## config.mk

```make
export PLATFORM = sky130hd
export DESIGN_NAME = iob_debounce
export DESIGN_NICKNAME = d
export VERILOG_FILES = /design/src/rtl/iob_debounce_pkg.sv /design/src/rtl/iob_sync.sv /design/src/rtl/iob_debounce.sv
export SDC_FILE = /design/constraint.sdc
export NUM_CORES = 1
export LEC_CHECK = 0
export ABC_AREA = 1
export CAP_MARGIN = 40
export CORE_MARGIN = 2
export CORE_UTILIZATION = 60
export CTS_CLUSTER_DIAMETER = 120
export DETAILED_ROUTE_END_ITERATION = 16
export PLACE_DENSITY = 0.92
export SLEW_MARGIN = 25
export SYNTH_ARGS = -nofsm -noshare
export SYNTH_HDL_FRONTEND = slang
export SYNTH_SLANG_ARGS = --single-unit
export TNS_END_PERCENT = 20
```

## constraint.sdc

```tcl
create_clock -name clk_i -period 8 [get_ports clk_i]
set_clock_uncertainty 0.15 [all_clocks]
set_input_delay 1.2 -clock clk_i [delete_from_list [all_inputs] [get_ports clk_i]]
set_output_delay 1.2 -clock clk_i [all_outputs]
set_load 0.005 [all_outputs]
```

## src/rtl/iob_debounce_pkg.sv

```systemverilog
// Shared definitions for the iob_debounce input conditioner.
package iob_debounce_pkg;

  // Filter state encoding: IDLE waits for a level change, QUAL qualifies it.
  typedef enum logic {
    IDLE = 1'b0,
    QUAL = 1'b1
  } state_t;

  localparam logic ST_IDLE = 1'b0;
  localparam logic ST_QUAL = 1'b1;

endpackage : iob_debounce_pkg

```

## src/rtl/iob_sync.sv

```systemverilog
// Multi-flop synchronizer for a single asynchronous bit, with clock enable and
// synchronous reset so it follows the same hold/clear rules as the filter.
module iob_sync #(
  parameter int unsigned STAGES  = 2,
  parameter logic        RST_VAL = 1'b0
) (
  input  logic clk_i,
  input  logic arst_n_i,
  input  logic cke_i,
  input  logic rst_i,
  input  logic bit_i,
  output logic bit_o
);

  logic [STAGES-1:0] chain;

  // Shift the raw input through the chain; the last stage is the synchronized bit.
  always_ff @(posedge clk_i or negedge arst_n_i) begin
    if (!arst_n_i) begin
      chain <= {STAGES{RST_VAL}};
    end else if (cke_i) begin
      if (rst_i) begin
        chain <= {STAGES{RST_VAL}};
      end else begin
        chain <= {chain[STAGES-2:0], bit_i};
      end
    end
  end

  assign bit_o = chain[STAGES-1];

endmodule : iob_sync

```

## src/rtl/iob_debounce.sv

```systemverilog
// Debouncer: synchronizes bit_i, then accepts a level change only after it has
// been stable for period_i enabled cycles (0 treated as 1).
// Optional macro IOB_DEBOUNCE_GLITCH_CNT_EN adds a saturating glitch_cnt_o that
// counts rejected changes.
module iob_debounce
  import iob_debounce_pkg::*;
#(
  parameter int unsigned SYNC_STAGES = 2,
  parameter int unsigned CNT_W       = 16,
  parameter logic        RST_VAL     = 1'b0,
  parameter int unsigned GLITCH_W    = 8
) (
  input  logic             clk_i,
  input  logic             cke_i,
  input  logic             arst_n_i,
  input  logic             rst_i,
  input  logic [CNT_W-1:0] period_i,
  input  logic             bit_i,
  output logic             bit_o,
  output logic             busy_o
`ifdef IOB_DEBOUNCE_GLITCH_CNT_EN
  ,
  output logic [GLITCH_W-1:0] glitch_cnt_o
`endif
);

  state_t           state;
  logic [CNT_W-1:0] cnt;
  logic [CNT_W-1:0] eff;
  logic [CNT_W-1:0] cnt_inc;
  logic             sync;
  logic             abort;

  iob_sync #(
    .STAGES  (SYNC_STAGES),
    .RST_VAL (RST_VAL)
  ) u_sync (
    .clk_i    (clk_i),
    .arst_n_i (arst_n_i),
    .cke_i    (cke_i),
    .rst_i    (rst_i),
    .bit_i    (bit_i),
    .bit_o    (sync)
  );

  // cnt stays below eff, so the increment never wraps.
  assign eff     = (period_i == '0) ? CNT_W'(1) : period_i;
  assign cnt_inc = cnt + CNT_W'(1);
  assign abort   = cke_i && !rst_i && (state == QUAL) && (sync == bit_o);

  // Qualification FSM with registered level and busy outputs.
  always_ff @(posedge clk_i or negedge arst_n_i) begin
    if (!arst_n_i) begin
      state  <= IDLE;
      cnt    <= '0;
      bit_o  <= RST_VAL;
      busy_o <= 1'b0;
    end else if (cke_i) begin
      if (rst_i) begin
        state  <= IDLE;
        cnt    <= '0;
        bit_o  <= RST_VAL;
        busy_o <= 1'b0;
      end else begin
        case (state)
          IDLE: begin
            if (sync != bit_o) begin
              if (eff == CNT_W'(1)) begin
                bit_o <= sync;
              end else begin
                cnt    <= CNT_W'(1);
                state  <= QUAL;
                busy_o <= 1'b1;
              end
            end
          end
          QUAL: begin
            if (sync == bit_o) begin
              cnt    <= '0;
              state  <= IDLE;
              busy_o <= 1'b0;
            end else if (cnt_inc >= eff) begin
              bit_o  <= sync;
              cnt    <= '0;
              state  <= IDLE;
              busy_o <= 1'b0;
            end else begin
              cnt <= cnt_inc;
            end
          end
          default: begin
            cnt    <= '0;
            state  <= IDLE;
            busy_o <= 1'b0;
          end
        endcase
      end
    end
  end

`ifdef IOB_DEBOUNCE_GLITCH_CNT_EN
  // Saturating count of aborted qualifications; only reset clears it.
  always_ff @(posedge clk_i or negedge arst_n_i) begin
    if (!arst_n_i) begin
      glitch_cnt_o <= '0;
    end else if (cke_i) begin
      if (rst_i) begin
        glitch_cnt_o <= '0;
      end else if (abort && (glitch_cnt_o != '1)) begin
        glitch_cnt_o <= glitch_cnt_o + GLITCH_W'(1);
      end
    end
  end
`else
  logic unused_abort;
  assign unused_abort = abort;
`endif

endmodule : iob_debounce
```

# Word level (Yosys, flattened, before mapping)
# Cells that the tools add are included.
# classes
add_sub_neg	1
n_lt_le_gt_ge	1
n_eq_ne	9
mux	26
bitwise	1
n_reduce_logical	4
# ops
operator	n
two-way mux 16 bit	6
case mux 16 bit (2 select lines)	1
adder 16 x 1 -> 16 bit (second input constant)	1
== test 16 x 1 -> 1 bit (second input constant)	1
>= comparator 16 bit	1
zero test 16 bit	1
two-way mux 1 bit	15
!= test 3 bit (second input constant)	4
case mux 1 bit (2 select lines)	3
AND reduction 5 bit	1
!= test 4 x 2 -> 1 bit (second input constant)	1
AND reduction 4 bit	1
!= test 3 x 2 -> 1 bit (second input constant)	1
AND reduction 3 bit	1
two-way mux 2 bit	1
== test 1 bit	1
!= test 1 bit	1
inverter 1 bit	1
# totals
reg_bits	21
inputBits	21
output_inout_bits	2
word_cells	47

# Logic depth before layout (Yosys ltp)
# Gate-level depths: netlist of run 1.
# depth
depth_word	7
ltp_mapped	20
mapped_depth_nobuf	20

# By module
# From an unflattened synthesis of run 1, not the netlist that was laid out.
# hier_totals
cells_unflattened	281
hier_area_um2	2077.0
# by_module_without_submodules
mod	n_inst	cells_per_inst	area_each_um2	seq_area_each_um2
iob_debounce	1	271	1994.4	475.5
iob_sync	1	10	82.6	50.0

# Worst setup path after synthesis of run 1
# Ideal clock, no wire load.
# synth_timing
path_kind	in2reg
startpoint	input period_i[2]
endpoint	register cnt[11]
setup_ns	0.065
arrival_ns	2.704
required_ns	7.785
path_slack_ns	5.081
path_stages	17
n_path_buf	1
path_cell_list	nor2_1 > nand2_1 > nor2_1 > nand2_1 > nand2_2 > ha_1 > nand2_1 > nor2_1 > and2_1 > nor2_1 > nand2_1 > nand2_1 > nand4_1 > inv_2 > buf_4 > nand3_1 > nand2_1
# synth_between
elab_chain_len	7
word_cells_on_any_way	10
classes_between	order compare (1); eq/ne (2); mux (5); reduce/logical (2)
# synth_lines
element	line	text
from (decl)	iob_debounce.sv:17	input logic [CNT_W-1:0] period_i,
zero test 16 bit	iob_debounce.sv:47	assign eff = (period_i == '0) ? CNT_W'(1) : period_i;
two-way mux 16 bit *	iob_debounce.sv:47	
>= comparator 16 bit	iob_debounce.sv:82	end else if (cnt_inc >= eff) begin
two-way mux 16 bit	iob_debounce.sv:82	
two-way mux 16 bit	iob_debounce.sv:78	if (sync == bit_o) begin
case mux 16 bit (2 select lines)	iob_debounce.sv:65	case (state)
two-way mux 16 bit	iob_debounce.sv:59	if (rst_i) begin
to (signal assigned)	iob_debounce.sv:88	cnt <= cnt_inc;
to (decl)	iob_debounce.sv:28	logic [CNT_W-1:0] cnt;
# Every way passes the cells marked *; elsewhere a longest branch is shown, timed or not.
# A chain may end at the register's enable or synchronous reset.

# Final worst setup path of run 1
# layout_timing
startpoint	input period_i[13]
endpoint	register cnt[15]
# The elaborated chain is that of the path after synthesis.

==> run metrics, run 1 <==
largest net degree at the start of global routing=17; Seq/Total Area, Yosys=0.284; # setup viols final=0; net count after synthesis=310; R2R Path End=cnt[15]$_DFFE_PN0P_; overall global routing resource usage=0.258; P_leak=0.00124 uW; area of the core=3000 um2; CP endpoint kind=flop; Cell Area, Placed=2100 um2; Mean Syn Cell Area=6.80 um2; Worst path max stage delay=480 ps; Detailed Route WL=4110 um; PortBufs=22; vias in the first global route=1639; slew margin rel.=0.656; most area-hungry cell type in the Yosys netlist=dfrtp_1; maxcap violations=0; startpoint types=input pin; CTS buffer count=3; sw frac=0.326; hold_sp=busy_o$_DFFE_PN0P_; CTS clk-pin slew, worst paths=120 ps; Yosys cell types=26; post-layout min period=3420 ps; Antenna Nets Post-Route=0; worst path arrival time=3520 ps; RSZ-0062 raised after global routing=no; CTS sink cnt=21; Worst VDD drop=0.0616 mV; synth-to-layout area growth=15.3%; status=complete, no violations; Synth area leaders=dfrtp_1 (28%), nand2_1 (17%), ha_1 (12%); Crit-path slowest cell=clkdlybuf4s50_1; total power=233 uW; most frequent cells in the layout=nand2_1 (86), inv_1 (45), nand3_1 (26); CTS tree=built; vias=1757; share of cells above drive strength 1=0.0777; post-cts resize count=0; Die Y=59.5 um; dpl hpwl=3400 um; Worst Reg-to-Reg Cells=15; worst-path cell chain=clkdlybuf4s50_1 > nor2_1 > nand2_1 > nor2_1 > nand2_1 > nand2_2 > ha_1 > nand2_1 > nor2_1 > and2_1 > nor2_1 > nand2_1 > nand2_1 > nand4_1 > inv_2 > nand3_1 > nand2_1; CTS Root Cell=clkbuf_4; DR iter-0 viols=87; Critical Path RT=8100 ps; routed len/inst=12.5 um; Hold WC Path Type=flop to flop; most common library cell in the layout ignoring fill and taps=nand2_1; actual slew at the worst max-slew pin=514 ps; Comb pwr share=0.278; post-route insts no fill=329; Die ar.=3540 um2; NetSw=75.8 uW; final worst path period share=0.428; slack of the worst reg-to-reg path=4910 ps; Final Max Slew Viols=0; crit path kind=input pin to flop; Synth top area share=0.284; setup tns final=0 ps; Seq pwr share=0.494; post-route design area=2130 um2; most frequent cell on the critical path=nand2_1; Via density=5.34; Final Hold Viols=0; total gr overflow=0; ANT cells=0; first-pass GRT wire length=6990 um; io pins=23; Synth Register Bits=21; crit-path max FO=15; CTS Hold Bufs=0; Clock power frac=0.229; router iterations before antenna repair=4; Final WS setup=4580 ps; GP Congestion=0.964; Starting Density=0.616; synth warn=0; Place WS=4300 ps; placed insts=325; cell family with most CP delay=simple AND/OR/NAND/NOR gates; cell count after synthesis=272; Pint=157 uW; clk_lat worst skew=300 ps; synthesized cell area=1850 um2; Hold Path Depth=2; Post-CTS Setup Bufs=0; Max clock buf depth=2; fmax=0.292 GHz; worst r2r src=cnt[0]$_DFFE_PN0P_; initial antenna violation count=0; row count=20; Power Dens Cells=109 nW/um2; H-tree depth=1; WHS Endpoint=busy_o$_DFFE_PN0P_; nets=335; DRC=0; Die Wd=59.5 um; Buf/Inv on CP=2
worst max-delay path by stage:
stage                          end  depth (start not counted)  slack (ps)         start
2_1_floorplan  cnt[11]$_DFFE_PN0P_                         17        5080   period_i[2]
3_3_place_gp    cnt[7]$_DFFE_PN0P_                         17        4410  period_i[13]
3_5_place_dp    cnt[4]$_DFFE_PN0P_                         17        4300  period_i[13]
4_1_cts        cnt[15]$_DFFE_PN0P_                         17        4620  period_i[13]
5_1_grt         cnt[5]$_DFFE_PN0P_                         17        4380  period_i[13]
6_report       cnt[15]$_DFFE_PN0P_                         17        4580  period_i[13]
per-layer routing:
layer,vias to the layer above,global-route usage,share of wire
met5,-,0,0
met4,0,0.0444,0.0061
met3,4,0.0371,0.051
met2,62,0.444,0.49
met1,794,0.348,0.45
li1,897,-,-
cells in the mapped netlist:
library cell and number:
nor2_2 6, nor2_1 22, nor3_2 3, ha_1 17
a21oi_1 7, nand2_1 86, buf_4 1, o21ai_0 4
inv_4 1, nor3_1 2, xnor2_2 1, nand3_2 1
buf_2 1, xor2_1 10, a21boi_0 1, and2_1 1
nand3_1 26, buf_6 1, dfrtp_1 21, nand4_2 2
inv_2 1, inv_1 45, nor2_4 1, nand4_1 6
nand2_2 2, xnor2_1 3
power groups by stage:
stage	combinational, uW	clock, uW	sequential [uW]
2_1_floorplan	37.2	0	116
3_3_place_gp	61.0	0	117
3_5_place_dp	64.0	0	117
4_1_cts	64.3	55.1	115
5_1_grt	73.2	58.4	116
6_report	64.7	53.2	115
registers in the layout (all words and copies together), names as in the netlist:
signal	cells
cnt	16
u_sync.chain	2
state	1
bit_o	1
busy_o	1
per-stage QoR:
stage | util | hold WS, ps
4_1_cts | 0.710 | 348
6_report | 0.710 | 343
3_3_place_gp | 0.695 | 315
5_1_grt | 0.710 | 380
2_1_floorplan | - | 299
3_5_place_dp | 0.700 | 320
layout make-up:
type                    count  area [um2]
multi-input cells         201        1120
fillers                   267         871
flip-flops and latches     21         526
repair buffers             23         235
inverters                  47         179
well taps                  33        41.3
clock buffers               3        22.5
clock inverters             1        7.51
tightest hold or removal path: cells and delay by family, from the launching register on:
kind,cells,cell delay [ps]
flip-flops,1,370
AND/OR/NAND/NOR,2,100
cell families (layout without fill, tap and decap cells):
group / Yosys count / count (layout) / share of synthesized area
xor+xnor: 14 / 14 / 0.0704
flops: 21 / 21 / 0.284
compound gates: 12 / 12 / 0.0338
simple gates: 158 / 158 / 0.387
fa+ha+maj: 17 / 17 / 0.115
buf+inv: 50 / 74 / 0.110
Power figures use the tool's default switching activity.
==> run 2, diff against run 1 <==
--- a/config.mk
+++ b/config.mk
@@ -8,10 +8,10 @@
 export ABC_AREA = 1
 export CAP_MARGIN = 40
 export CORE_MARGIN = 2
-export CORE_UTILIZATION = 60
+export CORE_UTILIZATION = 50
 export CTS_CLUSTER_DIAMETER = 120
 export DETAILED_ROUTE_END_ITERATION = 16
-export PLACE_DENSITY = 0.92
+export PLACE_DENSITY = 0.83
 export SLEW_MARGIN = 25
 export SYNTH_ARGS = -nofsm -noshare
 export SYNTH_HDL_FRONTEND = slang
==> constraint.sdc (replaced) <==
create_clock -name clk_i -period 3.1 [get_ports clk_i]
set_clock_uncertainty 0.15 [all_clocks]
set_input_delay 0.465 -clock clk_i [delete_from_list [all_inputs] [get_ports clk_i]]
set_output_delay 0.465 -clock clk_i [all_outputs]
set_load 0.005 [all_outputs]
==> run 2 against run 1 <==
Effect of this change:
- register-to-register slack worse by 4700 ps
- core utilization is 11 points lower
- sequential power grew to 2.6 times the previous value
- worst setup slack worse by 4400 ps
- largest power group unchanged
- highest routed layer unchanged
==> run metrics, run 2 (synthesized netlist as in run 1, its figures left out) <==
status=complete, no violations; maxcap violations=0; sw frac=0.308; Hold WC Path Type=flop to flop; Starting Density=0.513; Clock power frac=0.282; worst path arrival time=2970 ps; dpl hpwl=3160 um; CTS sink cnt=21; post-layout min period=2920 ps; CP endpoint kind=flop; area of the core=3610 um2; Top Registers=cnt: 16 flops, u_sync.chain: 2 flops; io pins=23; Top reg by flops=cnt; Max clock buf depth=2; router iterations before antenna repair=4; synth-to-layout area growth=17.7%; Power Dens Cells=295 nW/um2; vias=1744; final core occ=0.604; Die Wd=64.8 um; Worst path max stage delay=420 ps; CTS buffer count=3; Final Hold Viols=0; routed len/inst=12.0 um; CTS clk-pin slew, worst paths=70 ps; PortBufs=22; Critical Path RT=3150 ps; Multi-input gate area=1130 um2; slew margin rel.=0.691; Die ar.=4200 um2; most common library cell in the layout ignoring fill and taps=nand2_1; overall global routing resource usage=0.212; crit-path max FO=15; first-pass GRT wire length=6960 um; register area=526 um2; Comb pwr share=0.255; P_leak=0.00126 uW; RSZ-0062 raised after global routing=no; Post-CTS Setup Bufs=0; startpoint types=flop; final worst path period share=0.941; share of cells above drive strength 1=0.0878; largest net degree at the start of global routing=22; cell family with most CP delay=simple AND/OR/NAND/NOR gates; flip-flop count of the largest register after layout=16; total gr overflow=0; Buf/Inv on CP=2; Detailed Route WL=4130 um; most frequent cells in the layout=nand2_1 (86), inv_1 (45), nand3_1 (26); Die Y=64.8 um; nets=335; GP Congestion=0.833; H-tree depth=1; crit path kind=flop to flop; setup tns final=0 ps; Via density=5.07; ANT cells=0; worst-path cell chain=ha_1 > nand2_1 > nor2_2 > nand2_2 > nor2_2 > xor2_1 > ha_1 > nand2_1 > inv_1 > nand2_1 > a21oi_1 > nor2_2 > nand4_1 > clkinv_4 > nand3_1 > nand2_1; DRC=0; Pint=445 uW; most frequent cell on the critical path=nand2_1; fmax=0.343 GHz; Crit-path slowest cell=dfrtp_1; actual slew at the worst max-slew pin=462 ps; Seq pwr share=0.462; CTS Root Cell=clkbuf_8; # setup viols final=0; vias in the first global route=1632; clk_lat worst skew=270 ps; Final Max Slew Viols=0; fill count=323; Antenna Nets Post-Route=0; CTS tree=built; DR iter-0 viols=73; row count=22; NetSw=198 uW; Worst VDD drop=0.151 mV; initial antenna violation count=0
## run 2: cell count changes in the layout (fill, tap and decap cells not counted), sizes merged
cell and delta:
clkinv +2, clkinvlp -1, inv -1
## run 2: path summary, 6_finish.rpt
path | from | to | slack (ps) | cells after the start
min in group asynchronous | arst_n_i | cnt[9]$_DFFE_PN0P_ | 390 | 2
worst max-delay path | cnt[0]$_DFFE_PN0P_ | cnt[2]$_DFFE_PN0P_ | 180 | 16
max in group asynchronous | arst_n_i | cnt[0]$_DFFE_PN0P_ | 2180 | 2
worst min register to register | busy_o$_DFFE_PN0P_ | busy_o$_DFFE_PN0P_ | 340 | 2
worst min-delay path | busy_o$_DFFE_PN0P_ | busy_o$_DFFE_PN0P_ | 340 | 2
worst max register to register | cnt[0]$_DFFE_PN0P_ | cnt[2]$_DFFE_PN0P_ | 180 | 16
## run 2: power groups by stage
stage	Sequential, uW	Clock (uW)	Combinational, uW
after global placement	302	0	159
after floorplan	301	0	96.0
after detailed placement	302	0	162
after global routing	299	198	185
final	297	181	164
after CTS	297	187	164
## run 2: layer usage
metal | track usage | vias to the layer above | routed length [um]
li1 | - | 897 | -
met1 | 0.283 | 784 | 1900
met2 | 0.357 | 57 | 1930
met3 | 0.0208 | 6 | 248
met4 | 0.0771 | 0 | 59
met5 | 0 | - | 0
## run 2: layout make-up
type,instances,share of cell area
multi-input cells,201,0.521
flip-flops and latches,21,0.241
repair buffers,23,0.105
inverters,47,0.0845
well taps,48,0.0276
clock buffers,3,0.0190
clock inverters,1,0.00230
## run 2: timing repair
action / in CTS / in global routing
hold buffers: 0 / 0
gates resized for setup: 0 / 5
endpoints found under the setup margin: 0 / 15
## run 2: worst min-delay path, stage by stage (launching register included)
cell and delay (ps):
dfrtp_1 350, nand2_1 50, nand2_1 50
## run 2: through the flow
stage | setup WS (ps) | total power, uW | hold slack, ps | area [um2] | std cells
6_report | 181 | 643 | 339 | 2180 | 344
5_1_grt | 7.27 | 683 | 379 | 2180 | 344
4_1_cts | 28.7 | 648 | 343 | 2160 | 344
3_5_place_dp | 75.0 | 464 | 322 | 2110 | 340
3_3_place_gp | 172 | 461 | 314 | 2110 | 340
2_1_floorplan | 494 | 397 | 19.4 | 1850 | 272
